## src/rtl/pic_pkg.sv

```systemverilog
// Shared types and widths for the PIC interrupt delivery path.
package pic_pkg;

  typedef enum logic {ST_IDLE, ST_REQ} state_t;

  localparam int PRIO_W = 3;
  localparam int IDX_W  = 3;
  localparam int VEC_W  = PRIO_W + IDX_W;

  typedef struct packed {
    logic [PRIO_W-1:0] prio;
    logic [IDX_W-1:0]  idx;
  } vec_t;

endpackage

```

## src/rtl/priority_encoder.sv

```systemverilog
// Returns the index of the highest set bit of req, plus a flag for "any bit set".
module priority_encoder #(
  parameter int N = 8
) (
  input  logic [N-1:0]         req,
  output logic [$clog2(N)-1:0] idx,
  output logic                 valid
);

  localparam int W = $clog2(N);

  always_comb begin
    idx   = '0;
    valid = 1'b0;
    for (int i = 0; i < N; i++) begin
      if (req[i]) begin
        idx   = i[W-1:0];
        valid = 1'b1;
      end
    end
  end

endmodule

```

## src/rtl/pic_irq_sequencer.sv

```systemverilog
// Interrupt delivery controller: raises the CPU request for an eligible encoder
// winner, runs the acknowledge handshake and tracks per-level in-service state.
module pic_irq_sequencer
  import pic_pkg::*;
#(
  parameter int NPRIO = 1 << PRIO_W,
  parameter int NIRQ  = 1 << IDX_W
) (
  input  logic                                    clk_i,
  input  logic                                    rst_ni,
  input  logic                                    enable_i,
  input  logic                                    winner_valid_i,
  input  logic [$clog2(NPRIO)-1:0]                winner_prio_i,
  input  logic [$clog2(NIRQ)-1:0]                 winner_idx_i,
  output logic                                    cpu_irq_o,
  input  logic                                    cpu_ack_i,
  output logic [$clog2(NPRIO)+$clog2(NIRQ)-1:0]   vector_o,
  output logic                                    vector_valid_o,
  output logic                                    pend_clr_o,
  input  logic                                    eoi_i,
  output logic [NPRIO-1:0]                        isr_o
);

  localparam int PW = $clog2(NPRIO);
  localparam int IW = $clog2(NIRQ);

  state_t          state_q, state_d;
  logic [PW-1:0]   lat_prio_q;
  logic [IW-1:0]   lat_idx_q;
  logic [PW+IW-1:0] vector_q;
  logic            vector_valid_q;
  logic            pend_clr_q;
  logic            hold_q;
  logic [NPRIO-1:0] isr_q, isr_d;
  logic [PW-1:0]   cur_level;
  logic            cur_valid;
  logic            eligible;
  logic            deliver;
  logic            latch;

  priority_encoder #(.N(NPRIO)) u_isr_enc (
    .req   (isr_q),
    .idx   (cur_level),
    .valid (cur_valid)
  );

  assign eligible = enable_i && winner_valid_i &&
                    (!cur_valid || (winner_prio_i > cur_level));

  // hold_q keeps IDLE for one extra cycle after a delivery so the cleared
  // pending bit reaches the encoder before the next winner is sampled.
  always_comb begin
    state_d = state_q;
    deliver = 1'b0;
    latch   = 1'b0;
    case (state_q)
      ST_IDLE: begin
        if (eligible && !hold_q) begin
          state_d = ST_REQ;
          latch   = 1'b1;
        end
      end
      ST_REQ: begin
        if (cpu_ack_i) begin
          deliver = 1'b1;
          state_d = ST_IDLE;
        end else if (!eligible) begin
          state_d = ST_IDLE;
        end else if (winner_prio_i > lat_prio_q) begin
          latch = 1'b1;
        end
      end
      default: state_d = ST_IDLE;
    endcase
  end

  // EOI clears the pre-edge top bit first, so a same-cycle delivery wins.
  always_comb begin
    isr_d = isr_q;
    if (eoi_i && cur_valid) isr_d[cur_level] = 1'b0;
    if (deliver)            isr_d[lat_prio_q] = 1'b1;
  end

  always_ff @(posedge clk_i or negedge rst_ni) begin
    if (!rst_ni) begin
      state_q        <= ST_IDLE;
      lat_prio_q     <= '0;
      lat_idx_q      <= '0;
      vector_q       <= '0;
      vector_valid_q <= 1'b0;
      pend_clr_q     <= 1'b0;
      hold_q         <= 1'b0;
      isr_q          <= '0;
    end else begin
      state_q        <= state_d;
      vector_valid_q <= deliver;
      pend_clr_q     <= deliver;
      hold_q         <= deliver;
      isr_q          <= isr_d;
      if (deliver) vector_q <= {lat_prio_q, lat_idx_q};
      if (latch) begin
        lat_prio_q <= winner_prio_i;
        lat_idx_q  <= winner_idx_i;
      end
    end
  end

  assign cpu_irq_o      = (state_q == ST_REQ);
  assign vector_o       = vector_q;
  assign vector_valid_o = vector_valid_q;
  assign pend_clr_o     = pend_clr_q;
  assign isr_o          = isr_q;

endmodule

```

## config.mk

```make
export PLATFORM = sky130hd
export DESIGN_NAME = pic_irq_sequencer
export DESIGN_NICKNAME = d
export VERILOG_FILES = /design/src/rtl/pic_pkg.sv /design/src/rtl/priority_encoder.sv /design/src/rtl/pic_irq_sequencer.sv
export SDC_FILE = /design/constraint.sdc
export NUM_CORES = 1
export LEC_CHECK = 0
export CAP_MARGIN = 20
export CORE_AREA = 2 2 50 52
export DETAILED_ROUTE_END_ITERATION = 12
export DIE_AREA = 0 0 52 54
export GPL_TIMING_DRIVEN = 1
export PLACE_DENSITY_LB_ADDON = 0.25
export SLEW_MARGIN = 20
export SYNTH_ARGS = -nofsm -noshare
export SYNTH_HDL_FRONTEND = slang
export SYNTH_SLANG_ARGS = --single-unit
```

## constraint.sdc

```tcl
create_clock -name clk_i -period 4 [get_ports clk_i]
set_input_delay 0.6 -clock clk_i [delete_from_list [all_inputs] [get_ports clk_i]]
set_output_delay 0.6 -clock clk_i [all_outputs]
set_load 0.02 [all_outputs]
```

---- Yosys cells after proc, flatten, opt, wreduce, memory -nomap -nowiden ----
Cells that the tools add are included.
word-level totals
  output and inout bits ................... 17
  logic and storage cells ................. 56
  memories kept ........................... 0
  flip-flop bits (word level) ............. 22
  input port bits ......................... 12
  latch bits .............................. 0
  memory bits (read-only) ................. 0
  bits in writable memories ............... 0
operators by class
  eq/ne operators ......................... 0
  reduce and logical (&&, ||, !) cells .... 9
  div/mod/pow operators ................... 0
  order comparisons ....................... 6
  add/sub/neg operators ................... 0
  shift-type cells ........................ 0
  muxes and demuxes ....................... 31
  multipliers ............................. 0
  bitwise logic cells ..................... 4
operators with widths
  kind                                                                                 number
  1-bit two-way mux                                                                    19
  8-bit two-way mux                                                                    2
  3-bit two-way mux                                                                    4
  8-bit bitwise AND                                                                    1
  3-bit by 4-bit < comparator with 1-bit output, second input constant                 2
  8-bit NOT                                                                            1
  8-bit bitwise OR                                                                     1
  1-bit demux with 3-bit select                                                        2
  3-bit by 1-bit greater-or-equal comparator with 1-bit output, second input constant  2
  3-bit > comparator                                                                   2
  1-bit logical AND                                                                    6
  2-bit two-way mux                                                                    2
  1-bit one-hot mux with 2 select lines                                                2
  1-bit zero test                                                                      2
  1-bit logical OR                                                                     1
  1-bit NOT                                                                            1

---- Longest topological paths before layout ----
Gate-level depths: netlist (run 1).
  word-level depth ........................ 16
  gate-level depth with buffers ........... 10
  depth with buffers taken out ............ 10

---- Hierarchy ----
From an unflattened synthesis (run 1), not the netlist that was laid out.
unflattened totals
  cells, all modules ...................... 126
  area total of the unflattened synthesis .. 1206.2 µm²
by module, submodules not included
  module             instances  cells each  sequential area each (µm²)  area an instance (µm²)
  pic_irq_sequencer  1          114         550.5                       1148.6
  priority_encoder   1          12          0.0                         57.6

---- Least setup slack after synthesis (run 1) ----
Ideal clock, no wire load.
  path type ............................... register -> register
  from .................................... register isr_q[4] (netlist: isr_o[4])
  to ...................................... register lat_idx_q[0]
  cell stages (with the launch flop) ...... 8
  setup slack ............................. 1678 ps
  path buffers ............................ 0
  arrival time ............................ 2197 ps
  required time ........................... 3875 ps
  library setup time ...................... 125 ps
  clock period less this slack ............ 2322 ps
  cells stage by stage .................... dfrtp_1 nor4_2 ha_1 a21oi_1 o21ai_0 and4_1 o22ai_2 mux2_4
between the ends
  cells in the longest elaborated chain, start to end .. 10
  elaborated cells between the ends (all ways) .. 17
  those cells by class .................... order compare: 1; mux: 12; reduce/logical: 4
RTL lines
  element                                                               RTL line                                          RTL
  start, declared                                                       pic_irq_sequencer.sv:34                           logic [NPRIO-1:0] isr_q, isr_d;
  start signal, assigned                                                pic_irq_sequencer.sv:99                           isr_q <= isr_d;
  3-bit two-way mux or 1-bit two-way mux (tied branches) (4 in series)  priority_encoder.sv:16                            if (req[i]) begin
  3-bit > comparator or 1-bit zero test (tied branches)                 pic_irq_sequencer.sv:48                           (!cur_valid || (winner_prio_i > cur_level));
  1-bit logical OR *                                                    pic_irq_sequencer.sv:48
  1-bit logical AND *                                                   pic_irq_sequencer.sv:47                           assign eligible = enable_i && winner_valid_i &&
  1-bit two-way mux or 1-bit logical AND (tied branches)                pic_irq_sequencer.sv:67, pic_irq_sequencer.sv:58
  1-bit two-way mux, on equally long branches                           pic_irq_sequencer.sv:64, pic_irq_sequencer.sv:58
  1-bit one-hot mux with 2 select lines *                               pic_irq_sequencer.sv:56                           case (state_q)
  end signal, assigned                                                  pic_irq_sequencer.sv:103                          lat_idx_q <= winner_idx_i;
  end, declared                                                         pic_irq_sequencer.sv:29                           logic [IW-1:0] lat_idx_q;
Mark *: on every way between the ends. The rest lies on a longest branch, timed or not.
A chain may end at the register's enable or synchronous reset.

---- Final worst setup path (run 1) ----
  from .................................... register isr_q[5] (netlist: isr_o[5])
  to ...................................... register lat_idx_q[0]
between the ends
  cells in the longest elaborated chain, start to end .. 9
  elaborated cells between the ends (all ways) .. 15
  those cells by class .................... order compare: 1; mux: 10; reduce/logical: 4
RTL lines
  element                                                               RTL line
  3-bit two-way mux or 1-bit two-way mux (tied branches) (3 in series)  priority_encoder.sv:16
  3-bit > comparator or 1-bit zero test (tied branches)                 pic_irq_sequencer.sv:48
  1-bit logical OR *                                                    pic_irq_sequencer.sv:48
  1-bit logical AND *                                                   pic_irq_sequencer.sv:47
  1-bit two-way mux or 1-bit logical AND (tied branches)                pic_irq_sequencer.sv:67, pic_irq_sequencer.sv:58
  1-bit two-way mux, on equally long branches                           pic_irq_sequencer.sv:64, pic_irq_sequencer.sv:58
  1-bit one-hot mux with 2 select lines *                               pic_irq_sequencer.sv:56
Marks and branches as above.

==> results of run 1 <==
## final timing paths
check,from,endpoint,slack (ns),depth (start not counted)
setup / recovery,isr_o[5]$_DFF_PN0_,lat_idx_q[0]$_DFFE_PN0P_,1.51,7
hold / removal,vector_o[4]$_DFFE_PN0P_,vector_o[4]$_DFFE_PN0P_,0.50,2
setup reg to reg,isr_o[5]$_DFF_PN0_,lat_idx_q[0]$_DFFE_PN0P_,1.51,7
hold reg to reg,vector_o[4]$_DFFE_PN0P_,vector_o[4]$_DFFE_PN0P_,0.50,2
max in group asynchronous,rst_ni,lat_idx_q[2]$_DFFE_PN0P_,2.62,1
min in group asynchronous,rst_ni,isr_o[5]$_DFF_PN0_,0.80,1
## sequential cells by signal, indices dropped and copies added (netlist names)
register	count
vector_o	6
lat_prio_q	3
hold_q	1
lat_idx_q	3
isr_o	8
cpu_irq_o	1
## power by group through the flow
stage | clock [mW] | combinational, mW | sequential (mW)
5_1_grt | 0.136 | 0.526 | 0.407
4_1_cts | 0.128 | 0.486 | 0.391
3_5_place_dp | 0 | 0.484 | 0.394
2_1_floorplan | 0 | 0.254 | 0.437
3_3_place_gp | 0 | 0.470 | 0.390
6_report | 0.121 | 0.480 | 0.390
## critical path, cell delays in order, from the launching register on
cell and delay [ns]:
dfrtp_1 0.48, nor4_2 0.34, ha_1 0.32, a21oi_1 0.14, o21ai_0 0.08, and4_1 0.22, o22ai_2 0.46, mux2_4 0.34
## cell usage after synthesis
cell | count | area (um2)
buf_4 | 1 | 7.51
and3_1 | 1 | 6.26
ha_1 | 6 | 75.1
a31oi_1 | 1 | 6.26
inv_1 | 8 | 30.0
nor3_1 | 2 | 10.0
nand4_1 | 1 | 6.26
and4_1 | 1 | 8.76
mux2_4 | 6 | 90.1
nand2_1 | 11 | 41.3
o221a_2 | 1 | 11.3
nor2_1 | 4 | 15.0
nand2b_1 | 1 | 6.26
nand3_1 | 1 | 5.00
dfrtp_1 | 22 | 551
mux2_2 | 4 | 45.0
o41ai_1 | 2 | 17.5
o21ai_0 | 9 | 45.0
nor3_2 | 1 | 10.0
o22ai_1 | 1 | 6.26
o31ai_1 | 5 | 37.5
nor4_2 | 1 | 12.5
o22ai_2 | 1 | 12.5
or3_1 | 2 | 12.5
a21oi_1 | 3 | 15.0
buf_1 | 1 | 3.75
## final cells by class
class / instances / area [um2]
fill: 198 / 890
sequential: 22 / 551
multi-input combinational: 65 / 495
timing repair buffer: 28 / 280
tap: 30 / 37.5
clock buffer: 4 / 36.3
inverter: 8 / 30.0
## metrics by stage
step / setup WS, ns / total power [mW]
floorplan: 1.68 / 0.690
global placement: 1.27 / 0.860
detailed placement: 1.21 / 0.878
CTS: 1.51 / 1.00
global route: 1.37 / 1.07
finish: 1.51 / 0.991
## metal layers
layer,global-route usage (%),share of wire (%),up-vias
met1,24.6,46,415
met5,0,0,-
met3,2.50,3.7,4
met2,32.1,49,20
met4,7.89,0.94,0
li1,-,-,409
## cells by family (layout without fill, tap and decap cells)
group,count (synthesis),in the layout,synth area share (%)
AND/OR/NAND/NOR,26,26,12.3
adder cells (fa/ha/maj),6,6,6.90
multiplexers,10,10,12.4
AO/OA/AOI/OAI,23,23,13.9
buffers and inverters,10,40,3.80
flip-flops,22,22,50.6
==> out/metrics.yaml, run 1 <==
cp-start-kind: "register"
cts_resized: 0
hold_path_class: "reg -> reg"
final_cell_mix: "clkdlybuf4s50_1, dfrtp_1, nand2_1, o21ai_0, inv_1"
ys_ff_latch: 22
drv_cap: 0
drv_slew: 0
antenna_found_initial: 0
nets: 146
outcome: "finished, final reports clean"
grt_max_degree: 23
gr-total-overflow: 0
worstPathRequired_ns: 4.20
hold_slack_ns: 0.500
area_delta_synth_final_pct: 31.5
dieWidth_um: 52
n_antenna_cell: 0
start_util_pct: 46.9
syn_nets: 115
clk_pin_slew_ns: 0.12
final_common_cell: "clkdlybuf4s50_1"
wire_per_inst_um: 14.3
wl_um: 2240
critPathCaptureType: "register"
clockBufferDepth: 2
min_period_over_period_pct: 62.1
cts-buffers-inserted: 3
place_congestion: 0.828
place_area_mm2: 0.00139
dp_hpwl_um: 1690
drt_iter0_drc: 8
die_y_um: 54
vias: 848
rows: 18
grt_usage_pct: 19.0
seq_area_frac_synth_pct: 50.6
pwr-share-comb_pct: 48.4
grt_pass1_wl_um: 3920
hold_violations: 0
grt_setup_unrepaired: "no"
finalSetupViolCount: 0
yosys_warnings: 0
synth_cell_type_count: 26
final_util_pct: 61.7
netlist_area_mm2: 0.00109
postRouteAntennaNets: 0
cts_root_buffer: "clkbuf_4"
crit_arrival_ns: 2.68
switchingPower_mw: 0.376
dp_cells: 153
grt_pass1_vias: 883
cts_sinks: 22
maxSlewHeadroom_pct: 37.0
pwr-share-seq_pct: 39.4
top_level_ports: 29
syn_area_per_cell_um2: 11.2
period_needed_ns: 2.49
drc: 0
ir_drop_uv: 403
cts_hold_buf: 0
finalNonFillerCells: 157
clkLatencyLatePin_ns: 0.30
crit_path_max_fanout: 7
portBuffers: 28
die_area_mm2: 0.00281
first_pass_iters: 4
clock_power_share_pct: 12.2
via_per_inst: 5.40
drive_above_1_share_pct: 14.2
post-cts-setup-buffers: 0
design.core.area_mm2: 0.00232
fin_area_mm2: 0.00143
htreeDepth: 1
cts_tree: "done"
cell_internal_pwr_mw: 0.615
fmax_mhz: 402
syn_inst: 97
p_leak_nw: 0.658
finalClockSkew_ns: 0.00472
worst_pin_slew_ns: 0.943
tns_ns: 0
p_sw_share_pct: 37.9
cellPowerDensity_mw_per_mm2: 693
critPathKind: "reg -> reg"
(Power assumes the default switching activity.)
==> run 2, diff against run 1 <==
--- a/config.mk
+++ b/config.mk
@@ -6,9 +6,9 @@
 export NUM_CORES = 1
 export LEC_CHECK = 0
 export CAP_MARGIN = 20
-export CORE_AREA = 2 2 50 52
+export CORE_AREA = 2 2 52 54
 export DETAILED_ROUTE_END_ITERATION = 12
-export DIE_AREA = 0 0 52 54
+export DIE_AREA = 0 0 54 56
 export GPL_TIMING_DRIVEN = 1
 export PLACE_DENSITY_LB_ADDON = 0.25
 export SLEW_MARGIN = 20
==> constraint.sdc (replaced) <==
create_clock -name clk_i -period 2.4 [get_ports clk_i]
set_input_delay 0.36 -clock clk_i [delete_from_list [all_inputs] [get_ports clk_i]]
set_output_delay 0.36 -clock clk_i [all_outputs]
set_load 0.02 [all_outputs]
==> run 2 against run 1 <==
Net effect:
- sequential power is 67% higher
- via count is 5.2% higher
- combinational power is 87% higher
- die area is 7.7% higher
- count of clock-buffer cells in the layout stayed put
- flip-flop and latch count stayed put
- first-iteration DRC count grew to 3.0 times the previous value
- clock power is 68% higher
- maximum frequency is 12% higher
==> out/metrics.yaml, run 2 (synthesized netlist as in run 1, its figures left out) <==
clkLatencyLatePin_ns: 0.30  # about the same
grt_pass1_vias: 907  # was 883
worstPathCellList: "buf_4 > nor3_2 > nor3_2 > ha_1 > nand2_1 > o21ai_1 > and4_1 > o22ai_2 > buf_12 > mux2_4"  # was nor4_2 > ha_1 > a21oi_1 > o21ai_0 > and4_1 > o22ai_2 > mux2_4
antenna_found_initial: 0  # unchanged
period_needed_ns: 2.22  # was 2.49 ns
drc: 0  # unchanged
crit_path_max_fanout: 6  # was 7
portBuffers: 28  # unchanged
vias: 892  # was 848
min_period_over_period_pct: 92.5  # was 62.1%
cts_root_buffer: "clkbuf_4"  # unchanged
fin_area_mm2: 0.00152  # was 0.00143 mm2
timing.rr.start: "isr_o[4]$_DFF_PN0_"  # was isr_o[5]$_DFF_PN0_
wl_um: 2420  # was 2240 um
dieWidth_um: 54  # was 52 um
crit_top_cell: "nor3_2"
ir_drop_uv: 621  # was 403 uV
drv_cap: 0  # unchanged
dp_cells: 157  # was 153
clk_pin_slew_ns: 0.12  # about the same
n_antenna_cell: 0  # unchanged
cts_sinks: 22  # unchanged
finalNonFillerCells: 164  # was 157
via_per_inst: 5.44  # was 5.40
drv_slew: 0  # unchanged
place_congestion: 0.846  # was 0.828
die_area_mm2: 0.00302  # was 0.00281 mm2
dp_hpwl_um: 1760  # was 1690 um
final_util_pct: 62.7  # was 61.7%
critPathKind: "reg -> reg"  # unchanged
drive_above_1_share_pct: 22.4  # was 14.2%
worstPathRequired_ns: 2.60  # was 4.20 ns
power.total_mw: 1.75  # was 0.991 mW
grt_usage_pct: 17.8  # was 19.0%
place_area_mm2: 0.00144  # was 0.00139 mm2
top_level_ports: 29  # unchanged
largest_reg_flops: 8  # unchanged
r2r_end: "lat_prio_q[1]$_DFFE_PN0P_"  # was lat_idx_q[0]$_DFFE_PN0P_
cp-start-kind: "register"  # unchanged
hold_path_class: "in -> async"  # was reg -> reg
htreeDepth: 1  # unchanged
grt_pass1_wl_um: 4030  # was 3920 um
max_stage_delay_ns: 0.43  # was 0.48 ns
die_y_um: 56  # was 54 um
finalSetupViolCount: 0  # unchanged
start_util_pct: 44.7  # was 46.9%
worst_r2r_path_depth: 10  # was 7
grt_max_degree: 23  # unchanged
final_common_cell: "clkdlybuf4s50_1"  # unchanged
worst_pin_slew_ns: 0.480  # was 0.943 ns
cts-buffers-inserted: 3  # unchanged
clockBufferDepth: 2  # unchanged
maxSlewHeadroom_pct: 67.9  # was 37.0%
crit_path_top_delay_cell: "dfrtp_1"  # unchanged
grt_setup_unrepaired: "no"  # unchanged
cts_hold_buf: 0  # unchanged
gr-total-overflow: 0  # unchanged
nets: 153  # was 146
first_pass_iters: 6  # was 4
cts_tree: "done"  # unchanged
r2r_slack_ns: 0.18  # was 1.51 ns
hold_violations: 0  # unchanged
postRouteAntennaNets: 0  # unchanged
critPathCaptureType: "register"  # unchanged
final_cell_mix: "clkdlybuf4s50_1, dfrtp_1, nand2_1, inv_1, o21ai_0"  # was clkdlybuf4s50_1, dfrtp_1, nand2_1, o21ai_0, inv_1
p_leak_nw: 0.711  # was 0.658 nW
crit_arrival_ns: 2.42  # was 2.68 ns
wire_per_inst_um: 14.8  # was 14.3 um
area_delta_synth_final_pct: 40.2  # was 31.5%
design.core.area_mm2: 0.00243  # was 0.00232 mm2
cellPowerDensity_mw_per_mm2: 1150  # was 693 mW/mm2
drt_iter0_drc: 24  # was 8
outcome: "finished, final reports clean"  # unchanged
tns_ns: 0  # unchanged
fmax_mhz: 451  # was 402 MHz
finalClockSkew_ns: 0.00630  # was 0.00472 ns
rows: 18  # unchanged
==> run 2: cell count changes in the layout (fill, tap and decap cells not counted), sizes merged <==
cell	delta
buf	+7
==> run 2: worst max-delay path: cells and delay by family (launching register included) <==
| family | cells | cell delay, ns |
|---|---|---|
| AO/OA/AOI/OAI | 2 | 0.24 |
| buffers and inverters | 2 | 0.32 |
| adder cells (fa/ha/maj) | 1 | 0.32 |
| flip-flops | 1 | 0.43 |
| AND/OR/NAND/NOR | 4 | 0.51 |
| multiplexers | 1 | 0.29 |
==> run 2: cell type report <==
type,instances,area (um2)
Clock buffer,4,36.3
Fill cell,216,908
Inverter,8,30.0
Multi-Input combinational cell,65,522
Sequential cell,22,553
Tap cell,30,37.5
Timing Repair Buffer,35,345
==> run 2: per-stage QoR <==
step           worst slack (ns)  hold slack, ns
2_1_floorplan            0.0776          0.0644
5_1_grt                  0.0179           0.414
4_1_cts                  0.0426           0.391
6_report                  0.181           0.389
3_3_place_gp             0.0397           0.463
3_5_place_dp            -0.0738           0.475
==> run 2: report_power, final <==
| group | leakage [nW] | switching, mW | internal, mW |
|---|---|---|---|
| Sequential | 0.277 | 0.143 | 0.509 |
| Clock | 0.0210 | 0.110 | 0.0924 |
| Combinational | 0.412 | 0.406 | 0.491 |
| Total | 0.711 | 0.660 | 1.09 |
==> run 2: worst max-delay path by stage <==
stage	startpoint	end	slack, ns	cells past startpoint
after CTS	isr_o[3]$_DFF_PN0_	lat_prio_q[1]$_DFFE_PN0P_	0.04	10
final	isr_o[4]$_DFF_PN0_	lat_prio_q[1]$_DFFE_PN0P_	0.18	10
after detailed placement	winner_prio_i[2]	lat_idx_q[1]$_DFFE_PN0P_	-0.07	8
after global placement	winner_prio_i[2]	lat_idx_q[2]$_DFFE_PN0P_	0.04	8
after floorplan	isr_o[4]$_DFF_PN0_	lat_idx_q[0]$_DFFE_PN0P_	0.08	7
after global routing	isr_o[4]$_DFF_PN0_	lat_prio_q[0]$_DFFE_PN0P_	0.02	10
==> run 2: timing repair <==
item | CTS | global route
setup buffers | 0 | 3
hold endpoints to repair | 0 | 0
gates resized for setup | 0 | 8
endpoints found under the setup margin | 0 | 6
==> run 2: routing by layer <==
| metal | wire (um) | global-route usage (%) |
|---|---|---|
| met5 | 0 | 0 |
| met4 | 12 | 5.71 |
| met3 | 91 | 2.42 |
| met2 | 1190 | 28.7 |
| met1 | 1120 | 24.1 |
